==> src/rtl/seg7_pkg.sv <==
// Shared types and helpers for the seven-segment scan controller.
package seg7_pkg;

    typedef logic [6:0] seg_t;

    // Pattern with every segment unlit (logical sense, before polarity).
    localparam seg_t SEG_BLANK = 7'b0;

    // Converts a logical "1 = on" vector to pin polarity.
    // Callers zero-extend into and slice out of the 32-bit container.
    function automatic logic [31:0] apply_pol(input logic [31:0] value, input bit active_low);
        return active_low ? ~value : value;
    endfunction

endpackage

==> src/rtl/seg7_scan_timer.sv <==
// Slot timer: counts cycles within a digit slot, steps the digit index,
// and flags the anti-ghosting blank window and the frame boundary.
module seg7_scan_timer #(
    parameter int unsigned REFRESH_DIV  = 100000,
    parameter int unsigned N_DIGITS     = 2,
    parameter int unsigned BLANK_CYCLES = 4,
    localparam int unsigned CNT_W       = $clog2(REFRESH_DIV),
    localparam int unsigned DIG_W       = (N_DIGITS > 1) ? $clog2(N_DIGITS) : 1
) (
    input  logic             clk,
    input  logic             rstn,
    output logic             blank,
    output logic [DIG_W-1:0] digit,
    output logic             frame_boundary
);

    logic [CNT_W-1:0] cnt;
    logic             cnt_wrap;
    logic             digit_last;

    assign cnt_wrap       = (cnt == CNT_W'(REFRESH_DIV - 1));
    assign digit_last     = (digit == DIG_W'(N_DIGITS - 1));
    assign frame_boundary = cnt_wrap && digit_last;

    // A zero-length blank window means the whole slot is driven.
    if (BLANK_CYCLES == 0) begin : g_no_blank
        assign blank = 1'b0;
    end else begin : g_blank
        assign blank = (cnt < CNT_W'(BLANK_CYCLES));
    end

    // Slot counter and digit index; the digit steps when the slot wraps.
    always_ff @(posedge clk) begin
        if (!rstn) begin
            cnt   <= '0;
            digit <= '0;
        end else begin
            cnt <= cnt_wrap ? '0 : cnt + CNT_W'(1);
            if (cnt_wrap) begin
                digit <= digit_last ? '0 : digit + DIG_W'(1);
            end
        end
    end

endmodule

==> src/rtl/seg7_scan_ctrl.sv <==
// Time-multiplexed seven-segment display controller. Frames arrive over a
// valid/ready handshake into a one-deep pending buffer and are swapped into
// the display register only at frame boundaries so the display never tears.
module seg7_scan_ctrl
    import seg7_pkg::*;
#(
    parameter int unsigned N_DIGITS     = 2,
    parameter int unsigned REFRESH_DIV  = 100000,
    parameter int unsigned BLANK_CYCLES = 4,
    parameter bit          ACTIVE_LOW   = 1'b1,
    localparam int unsigned DIG_W       = (N_DIGITS > 1) ? $clog2(N_DIGITS) : 1
) (
    input  logic                     clk,
    input  logic                     rstn,
    input  logic                     s_valid,
    output logic                     s_ready,
    input  logic [N_DIGITS-1:0][6:0] s_data,
    output logic [N_DIGITS-1:0]      an,
    output logic [6:0]               seg,
    output logic                     frame_done
);

    localparam logic [0:0] ST_BLANK = 1'b0;
    localparam logic [0:0] ST_DRIVE = 1'b1;

    localparam logic [N_DIGITS-1:0] AN_OFF  = N_DIGITS'(apply_pol(32'd0, ACTIVE_LOW));
    localparam seg_t                SEG_OFF = seg_t'(apply_pol(32'(SEG_BLANK), ACTIVE_LOW));

    logic             blank;
    logic [DIG_W-1:0] digit;
    logic             frame_boundary;
    logic [0:0]       slot_state;

    seg7_scan_timer #(
        .REFRESH_DIV  (REFRESH_DIV),
        .N_DIGITS     (N_DIGITS),
        .BLANK_CYCLES (BLANK_CYCLES)
    ) u_timer (
        .clk            (clk),
        .rstn           (rstn),
        .blank          (blank),
        .digit          (digit),
        .frame_boundary (frame_boundary)
    );

    seg_t [N_DIGITS-1:0] pend_q;
    seg_t [N_DIGITS-1:0] display_q;
    logic                pend_valid_q;
    logic [N_DIGITS-1:0] an_d;
    seg_t                seg_d;
    logic [N_DIGITS-1:0] an_raw;
    seg_t                seg_raw;

    assign s_ready = !pend_valid_q;

    // Per-slot state is a pure function of the slot counter, re-entered every slot.
    always_comb begin
        slot_state = blank ? ST_BLANK : ST_DRIVE;
    end

    // Next output values in logical sense, then converted to pin polarity.
    always_comb begin
        an_raw  = '0;
        seg_raw = SEG_BLANK;
        if (slot_state == ST_DRIVE) begin
            an_raw[digit] = 1'b1;
            seg_raw       = display_q[digit];
        end
        an_d  = N_DIGITS'(apply_pol(32'(an_raw), ACTIVE_LOW));
        seg_d = seg_t'(apply_pol(32'(seg_raw), ACTIVE_LOW));
    end

    // Pending buffer and display swap. A boundary with a full buffer always
    // drains it; an accept can only happen while the buffer is empty, so a
    // coincident accept lands in pend and waits for the next boundary.
    always_ff @(posedge clk) begin
        if (!rstn) begin
            pend_q       <= '{default: SEG_BLANK};
            display_q    <= '{default: SEG_BLANK};
            pend_valid_q <= 1'b0;
        end else if (frame_boundary && pend_valid_q) begin
            display_q    <= pend_q;
            pend_valid_q <= 1'b0;
        end else if (s_valid && !pend_valid_q) begin
            pend_q       <= s_data;
            pend_valid_q <= 1'b1;
        end
    end

    // Registered pin drivers and the frame pulse.
    always_ff @(posedge clk) begin
        if (!rstn) begin
            an         <= AN_OFF;
            seg        <= SEG_OFF;
            frame_done <= 1'b0;
        end else begin
            an         <= an_d;
            seg        <= seg_d;
            frame_done <= frame_boundary;
        end
    end

endmodule

==> config.mk <==
export PLATFORM = sky130hd
export DESIGN_NAME = seg7_scan_ctrl
export DESIGN_NICKNAME = d
export VERILOG_FILES = /design/src/rtl/seg7_pkg.sv /design/src/rtl/seg7_scan_timer.sv /design/src/rtl/seg7_scan_ctrl.sv
export SDC_FILE = /design/constraint.sdc
export NUM_CORES = 1
export LEC_CHECK = 0
export BUFFER_PORTS_ARGS = -buffer_cell sky130_fd_sc_hd__buf_4
export CORE_MARGIN = 5
export CORE_UTILIZATION = 57
export DETAILED_ROUTE_END_ITERATION = 7
export HOLD_SLACK_MARGIN = 0.06
export PLACE_DENSITY = 0.78
export SLEW_MARGIN = 20
export SYNTH_ARGS = -nofsm -noshare
export SYNTH_HDL_FRONTEND = slang
export SYNTH_HIERARCHICAL = 1
export SYNTH_SLANG_ARGS = --single-unit
export TNS_END_PERCENT = 20
==> constraint.sdc <==
create_clock -name clk -period 2.1 [get_ports clk]
set_input_delay 0.63 -clock clk [delete_from_list [all_inputs] [get_ports clk]]
set_output_delay 0.63 -clock clk [all_outputs]
set_load 0.05 [all_outputs]
==> results of run 1 <==
## cell type report
type,instances,area share
Inverter,7,0.009392
Clock buffer,11,0.05054
Timing Repair Buffer,32,0.08587
Multi-Input combinational cell,163,0.3873
Sequential cell,57,0.4079
Clock inverter,5,0.03667
Tap cell,50,0.02236
## cells in the mapped netlist
cell / count
nand3_1: 3
and2_1: 3
nor4_1: 6
buf_6: 5
and2_4: 1
inv_1: 7
o21a_1: 3
and4_1: 3
a31o_2: 1
xnor2_1: 11
nand4_1: 2
o21ai_4: 1
nor4_2: 1
nor2_1: 18
nand4_4: 1
nand2_1: 53
mux2_2: 7
buf_2: 7
nand3_2: 2
nor2b_1: 3
dfxtp_1: 57
mux2i_1: 28
ha_1: 1
nand2b_1: 1
xor2_1: 3
nand4_2: 2
nor3_1: 7
a21oi_1: 1
## logic make-up (layout without fill, tap and decap cells)
logic type	count (synthesis)	after routing	synth area share
AND/OR/NAND/NOR	106	107	0.2250
flip-flops	57	57	0.4898
multiplexers	35	35	0.1541
buffers and inverters	19	55	0.05048
XOR/XNOR	14	14	0.05263
AO/OA/AOI/OAI	6	6	0.02256
adder cells (fa/ha/maj)	1	1	0.005370
## cell usage in the layout (no fill, tap or decap), drive strengths merged, types with 5 or more instances in the layout
cell,n
dfxtp,57
buf,32
and2,5
xnor2,11
inv,7
nor3,7
nand2,53
nor2,18
nand4,5
clkbuf,11
nand3,5
mux2,7
nor4,7
mux2i,28
## routing by layer
metal,vias up,routed length (um),track usage,part of all wire
met4,0,89,0.1087,0.022
met1,744,2039,0.2288,0.50
li1,862,-,-,-
met3,11,250,0.03784,0.061
met5,-,0,0,0
met2,41,1723,0.2392,0.42
## worst min-delay path, delay by kind of cell (launching register included)
family,cells,cell delay (ns)
flops,1,0.31
simple gates,1,0.05
mux,1,0.05
## flip-flops by register name (all words and copies together) (netlist names)
register       flops
display_q         14
u_timer/digit      1
pend_valid_q       1
seg                7
frame_done         1
an                 2
pend_q            14
u_timer/cnt       17
## worst paths after layout
path              cells past startpoint           end      startpoint
setup / recovery                      6  display_q[7]  u_timer/cnt[0]
hold / removal                        2  display_q[3]    display_q[3]
setup reg to reg                      6  display_q[7]  u_timer/cnt[0]
hold reg to reg                       2  display_q[3]    display_q[3]
## power breakdown
group | total [W] | internal (W) | switching, W
Clock | 0.00123 | 0.000818 | 0.000411
Sequential | 0.00112 | 0.00111 | 0.0000131
Combinational | 0.000117 | 0.0000540 | 0.0000630
Total | 0.00247 | 0.00198 | 0.000487
## through the flow
stage | instances | util | worst slack, ns | total power [W]
floorplan | 238 | - | 0.2216 | 0.001225
global placement | 308 | 0.6399 | 0.2178 | 0.001259
detailed placement | 308 | 0.6399 | 0.1474 | 0.001262
CTS | 324 | 0.7013 | 0.04334 | 0.002491
global route | 325 | 0.7045 | 0.03527 | 0.002549
finish | 325 | 0.7045 | 0.1808 | 0.002467
==> results by group, run 1 <==
Run status
  • Status: finished, final reports clean

Finish
  • Fin area: ~2800 um^2
  • Share of cells above drive strength 1: 0.2364
  • Fin nets: approximately 290
  • Area delta synth->final: 20.09%
  • Filler Cell Count: 305
  • N_diodes: 0
  • Reg area: approximately 1100 um^2
  • Multi-input logic area: approximately 1100 um^2

Floorplan
  • DIE AREA: approximately 5500 um^2
  • Die X: about 74 um
  • Chip Height: approximately 74 um
  • IO Pins: 28
  • Initial Util: 0.5866
  • Core area: 3971 um^2
  • Row count: 23

Placement
  • IO Port Bufs: 27
  • GP Congestion: about 0.75
  • Placed inst area: 2541 um^2
  • Detailed Place HPWL: 2667 um

Route
  • Pre-antenna DRT Iters: 4
  • Vias/cell: between 5 and 6
  • Final ANT Viol Nets: 0
  • Drt wl/cell: ~13 um
  • Via Count: 1658
  • DRC viols: 0
  • Final wirelength: about 4100 um
  • 1st-iter DRT viols: between 100 and 150

CTS
  • CTS sink count: 57
  • TritonCTS clock tree: built
  • Clk root buf: clkbuf_8
  • CTS max path bufs: 2
  • Worst-Skew Late Latency: ~0.33 ns
  • Post-CTS sizing: 0
  • Post-CTS Hold Fix Bufs: 0
  • Clock slew at reported path FFs: roughly 0.06 ns
  • Num CTS Buffers: 9
  • Post-CTS setup buffer count: 0
  • H-tree depth: 3

GRT
  • Vias in the first global route: 1514
  • Largest net degree at the start of global routing: 32
  • Initial antenna violation count: 0
  • First-pass GRT wire length: between 6000 and 7000 um
  • GRT Overall Usage: 0.1680
  • GR Overflow Total: 0

Timing
  • Max Freq: ~520 MHz
  • Hold Worst Slack: between 0.4 and 0.5 ns
  • RSZ-0062 raised after global routing: false
  • Max Clock Skew: about 0.0084 ns
  • Fin crit share: 0.9139
  • Fin crit period: around 1.9 ns
  • Fin. max-slew vios: 0
  • Final setup viols: 0
  • Final hold vios: 0
  • Relative slew margins: 0.7177
  • Least-Margin Pin Slew: about 0.42 ns
  • Total Neg Setup Slack: 0 ns

Logic synthesis
  • Mapped Area: 2330 um^2
  • Seq cells post-synth: 57
  • Top post-synthesis cells by area: dfxtp_1, mux2i_1, nand2_1
  • Library cells used by synthesis: 28
  • Register area share after synthesis: 0.4898
  • Area leader, netlist: dfxtp_1
  • Mapped Nets: approximately 260
  • Synthesized area per cell: 9.789 um^2
  • YS warnings: 6
  • Cells after Synth: about 240
  • Share of the synthesized area in the top cell type: 0.4898

Critical path
  • Max stage delay on crit path: ~0.38 ns
  • CP arrival: around 2.2 ns
  • CP Class: flop to flop
  • Critical path's top delay family: simple AND/OR/NAND/NOR gates
  • Crit. End Element: flop
  • Critical-path top delay cell: dfxtp_1
  • CP cell instances: ha_1, and4_1, nand4_2, nor3_2, and2_2, mux2i_1
  • Flop2flop setup slack: roughly 0.18 ns
  • Crit path max fanout: 7
  • Worst Path Buf+Inv: 0
  • CP startpoint kind: flop
  • CP required: about 2.4 ns

Job
  • Max-cap check violation count: 0

Pwr
  • Pwr dens: a little under 900 nW/um^2
  • Pleak: 1.100 nW
  • VDD IR max: about 0.70 mV

Hold path
  • Worst Hold Class: flop to flop
Note: power is estimated with default switching activity, not from simulation.
==> run 2: changes to the inputs <==
--- a/config.mk
+++ b/config.mk
@@ -10,7 +10,7 @@
 export CORE_UTILIZATION = 57
 export DETAILED_ROUTE_END_ITERATION = 7
 export HOLD_SLACK_MARGIN = 0.06
-export PLACE_DENSITY = 0.78
+export PLACE_DENSITY = 0.74
 export SLEW_MARGIN = 20
 export SYNTH_ARGS = -nofsm -noshare
 export SYNTH_HDL_FRONTEND = slang
==> run 2 against run 1 <==
Against the previous run: critical path depth is the same; die area is the same; via count grew 1.1%; clock skew grew 0.0028 ns; sequential power is essentially flat; total power shrank 4.2%; setup slack gained 0.026 ns; hold slack is essentially flat; sequential share of layout area grew 0.20 points; fmax grew 1.4%; cell count grew 0.31%.
==> results by group, run 2 (synthesis gave the netlist of run 1 again) <==
Run status
  • Status: finished, final reports clean (unchanged)

Floorplan
  • DIE AREA: 5466 um^2 (unchanged)
  • Row count: 23 (unchanged)
  • Die X: 73.93 um (unchanged)
  • Core area: 3971 um^2 (unchanged)
  • Chip Height: 73.93 um (unchanged)
  • IO Pins: 28 (unchanged)
  • Initial Util: 0.5866 (unchanged)

Critical path
  • Crit path max fanout: 14 (was 7)
  • Crit. End Element: flop (unchanged)
  • Critical-path top delay cell: dfxtp_1 (unchanged)
  • CP Class: flop to flop (unchanged)
  • CP required: 2.36 ns (was 2.35 ns)
  • Max stage delay on crit path: 0.39 ns (was 0.38 ns)
  • CP arrival: 2.16 ns (was 2.17 ns)
  • CP startpoint kind: flop (unchanged)
  • CP cell instances: ha_1, and4_1, nand4_2, nor3_2, and2_4, mux2i_1 (was ha_1, and4_1, nand4_2, nor3_2, and2_2, mux2i_1)

Pwr
  • VDD IR max: 0.5380 mV (was 0.6952 mV)
  • Pwr dens: 848.5 nW/um^2 (was 881.7 nW/um^2)
  • Pleak: 1.102 nW (was 1.100 nW)

GRT
  • First-pass GRT wire length: 6962 um (was 6872 um)
  • Vias in the first global route: 1476 (was 1514)
  • GR Overflow Total: 0 (unchanged)
  • Largest net degree at the start of global routing: 38 (was 32)
  • GRT Overall Usage: 0.1756 (was 0.1680)
  • Initial antenna violation count: 0 (unchanged)

Timing
  • Relative slew margins: 0.7156 (was 0.7177)
  • Total Neg Setup Slack: 0 ns (unchanged)
  • Max Clock Skew: 0.01122 ns (was 0.008398 ns)
  • Least-Margin Pin Slew: 0.4250 ns (was 0.4218 ns)
  • Fin crit period: 1.893 ns (was 1.919 ns)
  • Final hold vios: 0 (unchanged)
  • Fin. max-slew vios: 0 (unchanged)
  • Fin crit share: 0.9015 (was 0.9139)
  • RSZ-0062 raised after global routing: false (unchanged)
  • Hold Worst Slack: 0.4562 ns (was 0.4558 ns)
  • Final setup viols: 0 (unchanged)
  • Max Freq: 528.2 MHz (was 521.0 MHz)

CTS
  • Clock slew at reported path FFs: 0.06 ns (about the same)
  • Worst-Skew Late Latency: 0.34 ns (was 0.33 ns)
  • CTS sink count: 57 (unchanged)
  • H-tree depth: 3 (unchanged)
  • CTS max path bufs: 2 (unchanged)
  • TritonCTS clock tree: built (unchanged)
  • Post-CTS setup buffer count: 0 (unchanged)
  • Clk root buf: clkbuf_8 (unchanged)
  • Post-CTS Hold Fix Bufs: 0 (unchanged)
  • Num CTS Buffers: 9 (unchanged)

Route
  • Final ANT Viol Nets: 0 (unchanged)
  • DRC viols: 0 (unchanged)
  • Final wirelength: 4196 um (was 4101 um)
  • Vias/cell: 5.144 (was 5.102)
  • Pre-antenna DRT Iters: 4 (unchanged)
  • Via Count: 1677 (was 1658)
  • 1st-iter DRT viols: 111 (was 105)
  • Drt wl/cell: 12.87 um (was 12.62 um)

Placement
  • IO Port Bufs: 27 (unchanged)
  • GP Congestion: 0.8640 (was 0.7540)
  • Detailed Place HPWL: 2790 um (was 2667 um)

Finish
  • Area delta synth->final: 19.50% (was 20.09%)
  • Fin nets: 289 (was 288)
  • Top reg by flops: u_timer/cnt (unchanged)
  • Share of cells above drive strength 1: 0.2428 (was 0.2364)
  • Biggest regs: u_timer/cnt (17), display_q (14), pend_q (14) (unchanged)
  • Most common cell after layout, fill and taps aside: dfxtp_1 (unchanged)
  • Max reg flops: 17 (unchanged)
  • N_diodes: 0 (unchanged)
  • Commonest non-fill, non-tap cells in the layout: dfxtp_1, nand2_1, buf_4 (unchanged)

Hold path
  • Worst Hold Class: flop to flop (unchanged)

Job
  • Max-cap check violation count: 0 (unchanged)
==> run 2: cell count changes in the layout (fill, tap and decap cells not counted), sizes merged <==
| cell | before | now |
|---|---|---|
| bufinv | 3 | 2 |
| clkinvlp | 1 | 0 |
| and2 | 5 | 4 |
| clkinv | 1 | 3 |
| buf | 32 | 34 |
==> run 2: metal layers <==
layer / GRT usage / routed length (um) / vias to the layer above
li1: - / - / 861
met1: 0.2303 / 2001 / 765
met2: 0.2421 / 1870 / 43
met3: 0.07162 / 246 / 8
met4: 0.1026 / 77 / 0
met5: 0 / 0 / -
==> run 2: power by group <==
group	switching (W)	total (W)	internal (W)
sequential	0.0000125	0.00112	0.00111
clock	0.000426	0.00112	0.000698
combinational	0.0000638	0.000118	0.0000547
==> run 2: cell type report <==
class	instances	area, um^2
fill	302	1187
sequential	57	1141
multi-input combinational	162	1079
timing repair buffer	34	255.2
clock buffer	11	141.4
clock inverter	5	78.83
tap	50	62.56
inverter	7	26.28
==> run 2: worst paths after layout <==
| kind | slack [ns] | startpoint | cells after the start | end |
|---|---|---|---|---|
| setup / recovery | 0.21 | u_timer/cnt[0] | 6 | display_q[5] |
| hold / removal | 0.46 | display_q[3] | 2 | display_q[3] |
| setup reg to reg | 0.21 | u_timer/cnt[0] | 6 | display_q[5] |
| hold reg to reg | 0.46 | display_q[3] | 2 | display_q[3] |
==> run 2: repair_timing <==
| action | CTS | global route |
|---|---|---|
| setup endpoints to repair | 0 | 14 |
| endpoints found under the hold margin | 0 | 0 |
| gates resized for setup | 0 | 1 |
==> run 2: critical path, delay by kind of cell, from the launching register on <==
family | cells | cell delay [ns]
simple gates | 4 | 0.96
flops | 1 | 0.39
mux | 1 | 0.22
fa+ha+maj | 1 | 0.24
==> run 2: metrics by stage <==
| stage | setup slack, ns | area (um^2) | utilization | instances | power (W) |
|---|---|---|---|---|---|
| after floorplan | 0.2216 | 2330 | - | 238 | 0.001225 |
| after global placement | 0.2158 | 2559 | 0.6443 | 310 | 0.001261 |
| after detailed placement | 0.1179 | 2559 | 0.6443 | 310 | 0.001263 |
| after CTS | 0.1072 | 2779 | 0.6997 | 326 | 0.002385 |
| after global routing | 0.04765 | 2784 | 0.7010 | 326 | 0.002457 |
| final | 0.2068 | 2784 | 0.7010 | 326 | 0.002362 |
